**config.mk**
```make
export PLATFORM = sky130hd
export DESIGN_NAME = ahb_sram_slave
export DESIGN_NICKNAME = d
export VERILOG_FILES = /design/src/rtl/ahb_sram_slave.sv
export SDC_FILE = /design/constraint.sdc
export NUM_CORES = 1
export LEC_CHECK = 0
export CAP_MARGIN = 15
export CORE_AREA = 2 2 139 141
export CTS_BUF_LIST = sky130_fd_sc_hd__clkbuf_8
export DETAILED_ROUTE_END_ITERATION = 8
export DIE_AREA = 0 0 141 143
export PLACE_DENSITY = 0.54
export SYNTH_ARGS = -nofsm -noshare
export SYNTH_HDL_FRONTEND = slang
export SYNTH_SLANG_ARGS = --single-unit
```
**constraint.sdc**
```tcl
create_clock -name clk -period 2 [get_ports clk]
set_clock_uncertainty 0.15 [all_clocks]
set_input_delay 0.6 -clock clk [delete_from_list [all_inputs] [get_ports clk]]
set_output_delay 0.6 -clock clk [all_outputs]
set_load 0.03 [all_outputs]
```
**src/rtl/ahb_sram_slave.sv**
```systemverilog
// AHB-Lite responder in front of a single-port synchronous SRAM with one-cycle read latency.
// It decodes the byte enables, inserts optional wait states and returns a two-cycle ERROR response.
module ahb_sram_slave #(
    parameter int unsigned MEM_AW    = 11,
    parameter logic [63:0] BASE_ADDR = 64'h0,
    parameter int unsigned WAIT_CYC  = 0
) (
    input  logic              clk,
    input  logic              rst,
    input  logic              hsel,
    input  logic [63:0]       haddr,
    input  logic              hwrite,
    input  logic [2:0]        hsize,
    input  logic [2:0]        hburst,
    input  logic [1:0]        htrans,
    input  logic [63:0]       hwdata,
    input  logic              hready_in,
    output logic              hreadyout,
    output logic              hresp,
    output logic [63:0]       hrdata,
    output logic              sram_cs,
    output logic              sram_we,
    output logic [MEM_AW-1:0] sram_addr,
    output logic [7:0]        sram_be,
    output logic [63:0]       sram_wdata,
    input  logic [63:0]       sram_rdata
);

    typedef enum logic [2:0] {
        ST_IDLE,
        ST_RD_ISS,
        ST_RD_WT,
        ST_RD_RSP,
        ST_WR_WT,
        ST_WR_RSP,
        ST_ERR1,
        ST_ERR2
    } state_e;

    localparam logic [2:0] WAIT_LD  = 3'(WAIT_CYC);
    localparam bit         HAS_WAIT = (WAIT_CYC != 0);

    function automatic logic [7:0] calc_be(input logic [2:0] size, input logic [2:0] lane);
        case (size)
            3'd0:    calc_be = 8'h01 << lane;
            3'd1:    calc_be = 8'h03 << lane;
            3'd2:    calc_be = 8'h0F << lane;
            3'd3:    calc_be = 8'hFF;
            default: calc_be = 8'h00;
        endcase
    endfunction

    // Oversized transfers are flagged separately, so they read as aligned here.
    function automatic logic is_misaligned(input logic [2:0] size, input logic [2:0] lane);
        case (size)
            3'd0:    is_misaligned = 1'b0;
            3'd1:    is_misaligned = lane[0];
            3'd2:    is_misaligned = |lane[1:0];
            3'd3:    is_misaligned = |lane;
            default: is_misaligned = 1'b0;
        endcase
    endfunction

    state_e            state_q, state_d;
    logic [MEM_AW-1:0] addr_q, addr_d;
    logic [7:0]        be_q, be_d;
    logic [2:0]        cnt_q, cnt_d;

    logic [63:0] off_s;
    logic        illegal_s;
    logic        accept_s;
    state_e      disp_st_s;
    logic        unused_s;

    assign unused_s = ^{hburst, htrans[0]};
    assign off_s    = haddr - BASE_ADDR;
    assign accept_s = hsel & hready_in & htrans[1];

    // Classify the address phase on the bus and choose the state it dispatches to.
    always_comb begin
        illegal_s = (haddr < BASE_ADDR) ||
                    ((off_s >> (MEM_AW + 3)) != 64'd0) ||
                    (hsize > 3'd3) ||
                    is_misaligned(hsize, haddr[2:0]);
        if (illegal_s) begin
            disp_st_s = ST_ERR1;
        end else if (!hwrite) begin
            disp_st_s = ST_RD_ISS;
        end else if (HAS_WAIT) begin
            disp_st_s = ST_WR_WT;
        end else begin
            disp_st_s = ST_WR_RSP;
        end
    end

    // Bus and SRAM outputs, decoded from the current state only.
    always_comb begin
        hreadyout  = 1'b0;
        hresp      = 1'b0;
        hrdata     = 64'd0;
        sram_cs    = 1'b0;
        sram_we    = 1'b0;
        sram_be    = 8'd0;
        sram_wdata = 64'd0;
        sram_addr  = addr_q;
        case (state_q)
            ST_IDLE:   hreadyout = 1'b1;
            ST_RD_ISS: sram_cs = 1'b1;
            ST_RD_WT:  hreadyout = 1'b0;
            ST_RD_RSP: begin
                hreadyout = 1'b1;
                hrdata    = sram_rdata;
            end
            ST_WR_WT:  hreadyout = 1'b0;
            ST_WR_RSP: begin
                hreadyout  = 1'b1;
                sram_cs    = 1'b1;
                sram_we    = 1'b1;
                sram_be    = be_q;
                sram_wdata = hwdata;
            end
            ST_ERR1:   hresp = 1'b1;
            ST_ERR2: begin
                hreadyout = 1'b1;
                hresp     = 1'b1;
            end
            default:   hreadyout = 1'b1;
        endcase
    end

    // Next-state logic; every hreadyout-high state may accept a pipelined address phase.
    always_comb begin
        state_d = state_q;
        cnt_d   = WAIT_LD;
        case (state_q)
            ST_IDLE:   state_d = accept_s ? disp_st_s : ST_IDLE;
            ST_RD_ISS: state_d = HAS_WAIT ? ST_RD_WT : ST_RD_RSP;
            ST_RD_WT: begin
                if (cnt_q <= 3'd1) begin
                    state_d = ST_RD_RSP;
                end else begin
                    cnt_d = cnt_q - 3'd1;
                end
            end
            ST_RD_RSP: state_d = accept_s ? disp_st_s : ST_IDLE;
            ST_WR_WT: begin
                if (cnt_q <= 3'd1) begin
                    state_d = ST_WR_RSP;
                end else begin
                    cnt_d = cnt_q - 3'd1;
                end
            end
            ST_WR_RSP: state_d = accept_s ? disp_st_s : ST_IDLE;
            ST_ERR1:   state_d = ST_ERR2;
            ST_ERR2:   state_d = accept_s ? disp_st_s : ST_IDLE;
            default:   state_d = ST_IDLE;
        endcase
        if (hreadyout && accept_s) begin
            addr_d = off_s[MEM_AW+2:3];
            be_d   = calc_be(hsize, haddr[2:0]);
        end else begin
            addr_d = addr_q;
            be_d   = be_q;
        end
    end

    // State and captured address-phase registers.
    always_ff @(posedge clk) begin
        if (rst) begin
            state_q <= ST_IDLE;
            addr_q  <= '0;
            be_q    <= 8'd0;
            cnt_q   <= 3'd0;
        end else begin
            state_q <= state_d;
            addr_q  <= addr_d;
            be_q    <= be_d;
            cnt_q   <= cnt_d;
        end
    end

endmodule

```
==> impl_metrics.env <==
export IMPL_highest_layer="met4"
export IMPL_cp_required_ns=1.25
export IMPL_rsz0062_at_grt="true"
export IMPL_die_w_um=141
export IMPL_final_layout_size_suffix_gt1_share_pct=50.85
export IMPL_clock_sinks=25
export IMPL_netlist_instances=336
export IMPL_wl_met2_um=9391
export IMPL_finalCritPeriodShare_pct=114.4
export IMPL_hpwl_um=12760
export IMPL_wl_um=17290
export IMPL_worst_slew_pin_slew_ns=0.3825
export IMPL_synth_top_area_share_pct=21.72
export IMPL_synthToLayoutAreaGrowth_pct=236.7
export IMPL_outcome="complete, but fails checks"
export IMPL_synth_edff_count=0
export IMPL_synth_most_common_cell="and3_1"
export IMPL_netlist_area_mm2=0.002305
export IMPL_cts_buffers_inserted=3
export IMPL_violations="setup timing"
export IMPL_leakage_nw=3.508
export IMPL_wl_met1_um=6883
export IMPL_vias=3903
export IMPL_synth_warnings=0
export IMPL_postCtsHoldBufs=0
export IMPL_cts_tree="done"
export IMPL_setup_slack_ns=-0.2882
export IMPL_gr_total_overflow=0
export IMPL_yosys_area_top_type="dfxtp_1"
export IMPL_synthTopCellsByArea="dfxtp_1 22%, and3_1 20%, and2_1 18%"
export IMPL_worstPathMaxFanout=32
export IMPL_rows=50
export IMPL_clockBufferDepth=2
export IMPL_ys_ff_latch=25
export IMPL_slew_headroom_pct=74.35
export IMPL_grt_usage_pct=14.37
export IMPL_finalCriticalPeriod_ns=2.288
export IMPL_portBuffers=351
export IMPL_drcViolationCount=0
export IMPL_ir_drop_mv=0.2453
export IMPL_synth_seq_area_share_pct=21.72
export IMPL_dr_pass1_iters=4
export IMPL_cp_start_kind="flop"
export IMPL_yosysUniqueCellTypes=41
export IMPL_clock_latency_ns=0.27
export IMPL_grt_pass1_wl_um=22740
export IMPL_critical_path_arrival_ns=1.54
export IMPL_grt_pass1_vias=3874
export IMPL_max_clock_freq_mhz=437.0
export IMPL_hold_path_class="reg2reg"
export IMPL_synth_common_cells="72 x and3_1, 66 x and2_1, 32 x nand2_1"
export IMPL_grt_max_degree=66
export IMPL_whs_ns=0.3088
export IMPL_dieArea_mm2=0.02016
export IMPL_synth_top_flop_cell="dfxtp_1"
export IMPL_maxSlewViolCount=0
export IMPL_wl_per_cell_um=18.30
export IMPL_h_tree_depth=1
export IMPL_pwr_density_cell_mw_per_mm2=367.6
export IMPL_routabilityCongestion=0.8929
export IMPL_initial_core_util_pct=12.40
export IMPL_antenna_found_initial=0
export IMPL_routed_wl_met3_um=915
export IMPL_dpl_cell_area_mm2=0.006544
export IMPL_viasPerCell=4.130
export IMPL_synth_nets=543
export IMPL_drt_initial_drc_count=111
export IMPL_drv_cap=0
export IMPL_post_route_cell_area_mm2=0.007760
export IMPL_ys_async_sr_fraction_pct=0
export IMPL_pre_cts_ws_ns=-0.6175
export IMPL_crit_type="reg2out"
export IMPL_drtAntennaViolNets=0
export IMPL_hold_viol=0
export IMPL_layout_nets=918
export IMPL_clkSlewWorstSetupHoldPaths_ns=0.10
export IMPL_cp_end_kind="output pin"
export IMPL_syn_area_per_cell_um2=6.859
export IMPL_design_core_area_mm2=0.01858
export IMPL_setup_violations=139
export IMPL_die_h_um=143
export IMPL_ios=356
export IMPL_clockRootBuffer="clkbuf_8"
per-stage QoR:
step / utilization [%] / std cells / TNS [ns] / total power, mW
2_1_floorplan: - / 336 / -0.07289 / 1.204
3_3_place_gp: 35.22 / 922 / -16.89 / 2.028
3_5_place_dp: 35.22 / 922 / -17.59 / 2.041
4_1_cts: 38.43 / 930 / -32.32 / 2.479
5_1_grt: 41.75 / 944 / -40.65 / 2.998
6_report: 41.76 / 945 / -32.30 / 2.853
area by class of cell:
| class | count | area (µm²) |
|---|---|---|
| flip-flops and latches | 25 | 506.7 |
| diodes | 1 | 2.502 |
| fillers | 1800 | 10820 |
| repair buffers | 405 | 4690 |
| clock buffers | 3 | 41.29 |
| clock inverters | 1 | 7.507 |
| inverters | 8 | 32.53 |
| well taps | 234 | 292.8 |
| multi-input cells | 268 | 2187 |
power by group:
part	internal, mW	switching (mW)	total (mW)
Clock	0.142	0.181	0.323
Combinational	1.10	0.874	1.98
Sequential	0.530	0.0227	0.553
worst paths after layout:
kind | endpoint | start | slack (ns) | cells after the start
worst max-delay path | sram_wdata[45] | state_q[1]$_SDFFE_PP0P_ | -0.29 | 6
worst min-delay path | sram_addr[1]$_SDFFE_PP0P_ | sram_addr[1]$_SDFFE_PP0P_ | 0.31 | 2
worst max register to register | be_q[4]$_SDFFE_PP0P_ | state_q[2]$_SDFFE_PP0P_ | 0.05 | 7
worst min register to register | sram_addr[1]$_SDFFE_PP0P_ | sram_addr[1]$_SDFFE_PP0P_ | 0.31 | 2
kinds of logic after synthesis:
| group | after synthesis | share of synthesized area [%] |
|---|---|---|
| AND/OR/NAND/NOR | 213 | 54.34 |
| adder cells (fa/ha/maj) | 2 | 1.086 |
| AO/OA/AOI/OAI | 51 | 14.50 |
| buffers and inverters | 43 | 7.600 |
| flip-flops | 25 | 21.72 |
| XOR/XNOR | 2 | 0.7602 |
routing by layer:
metal  vias up  GRT usage [%]
met5         -              0
met4         0          1.579
met3         8          2.448
met2       143          27.01
met1      1834          17.69
li1       1918              -
cells in the final DEF (no fill, tap or decap), types with 22 or more instances in the layout:
master,count
buf_6,118
a21oi_1,24
clkdlybuf4s50_1,158
dfxtp_1,22
and2_2,34
nand2_1,31
and2_4,30
dlymetal6s2s_1,25
buf_4,28
buf_12,34
and3_4,58
dlygate4sd2_1,28
worst max-delay path: stages (launching register included):
cell,delay [ns]
dfxtp_2,0.34
buf_6,0.12
nor2_4,0.09
buf_12,0.15
clkbuf_16,0.22
and3_2,0.21
buf_6,0.13
state kept, by name, indices dropped and copies added (netlist names):
register,cells
sram_addr,11
be_q,8
cnt_q,3
state_q,3
what timing repair did:
item	4_1_cts	5_1_grt
cloned	2	10
resized for setup	162	112
buffers inserted	2	4
setup endpoints to repair	154	158
endpoints found under the hold margin	0	0
pin swaps	20	67
(Power assumes the default switching activity.)
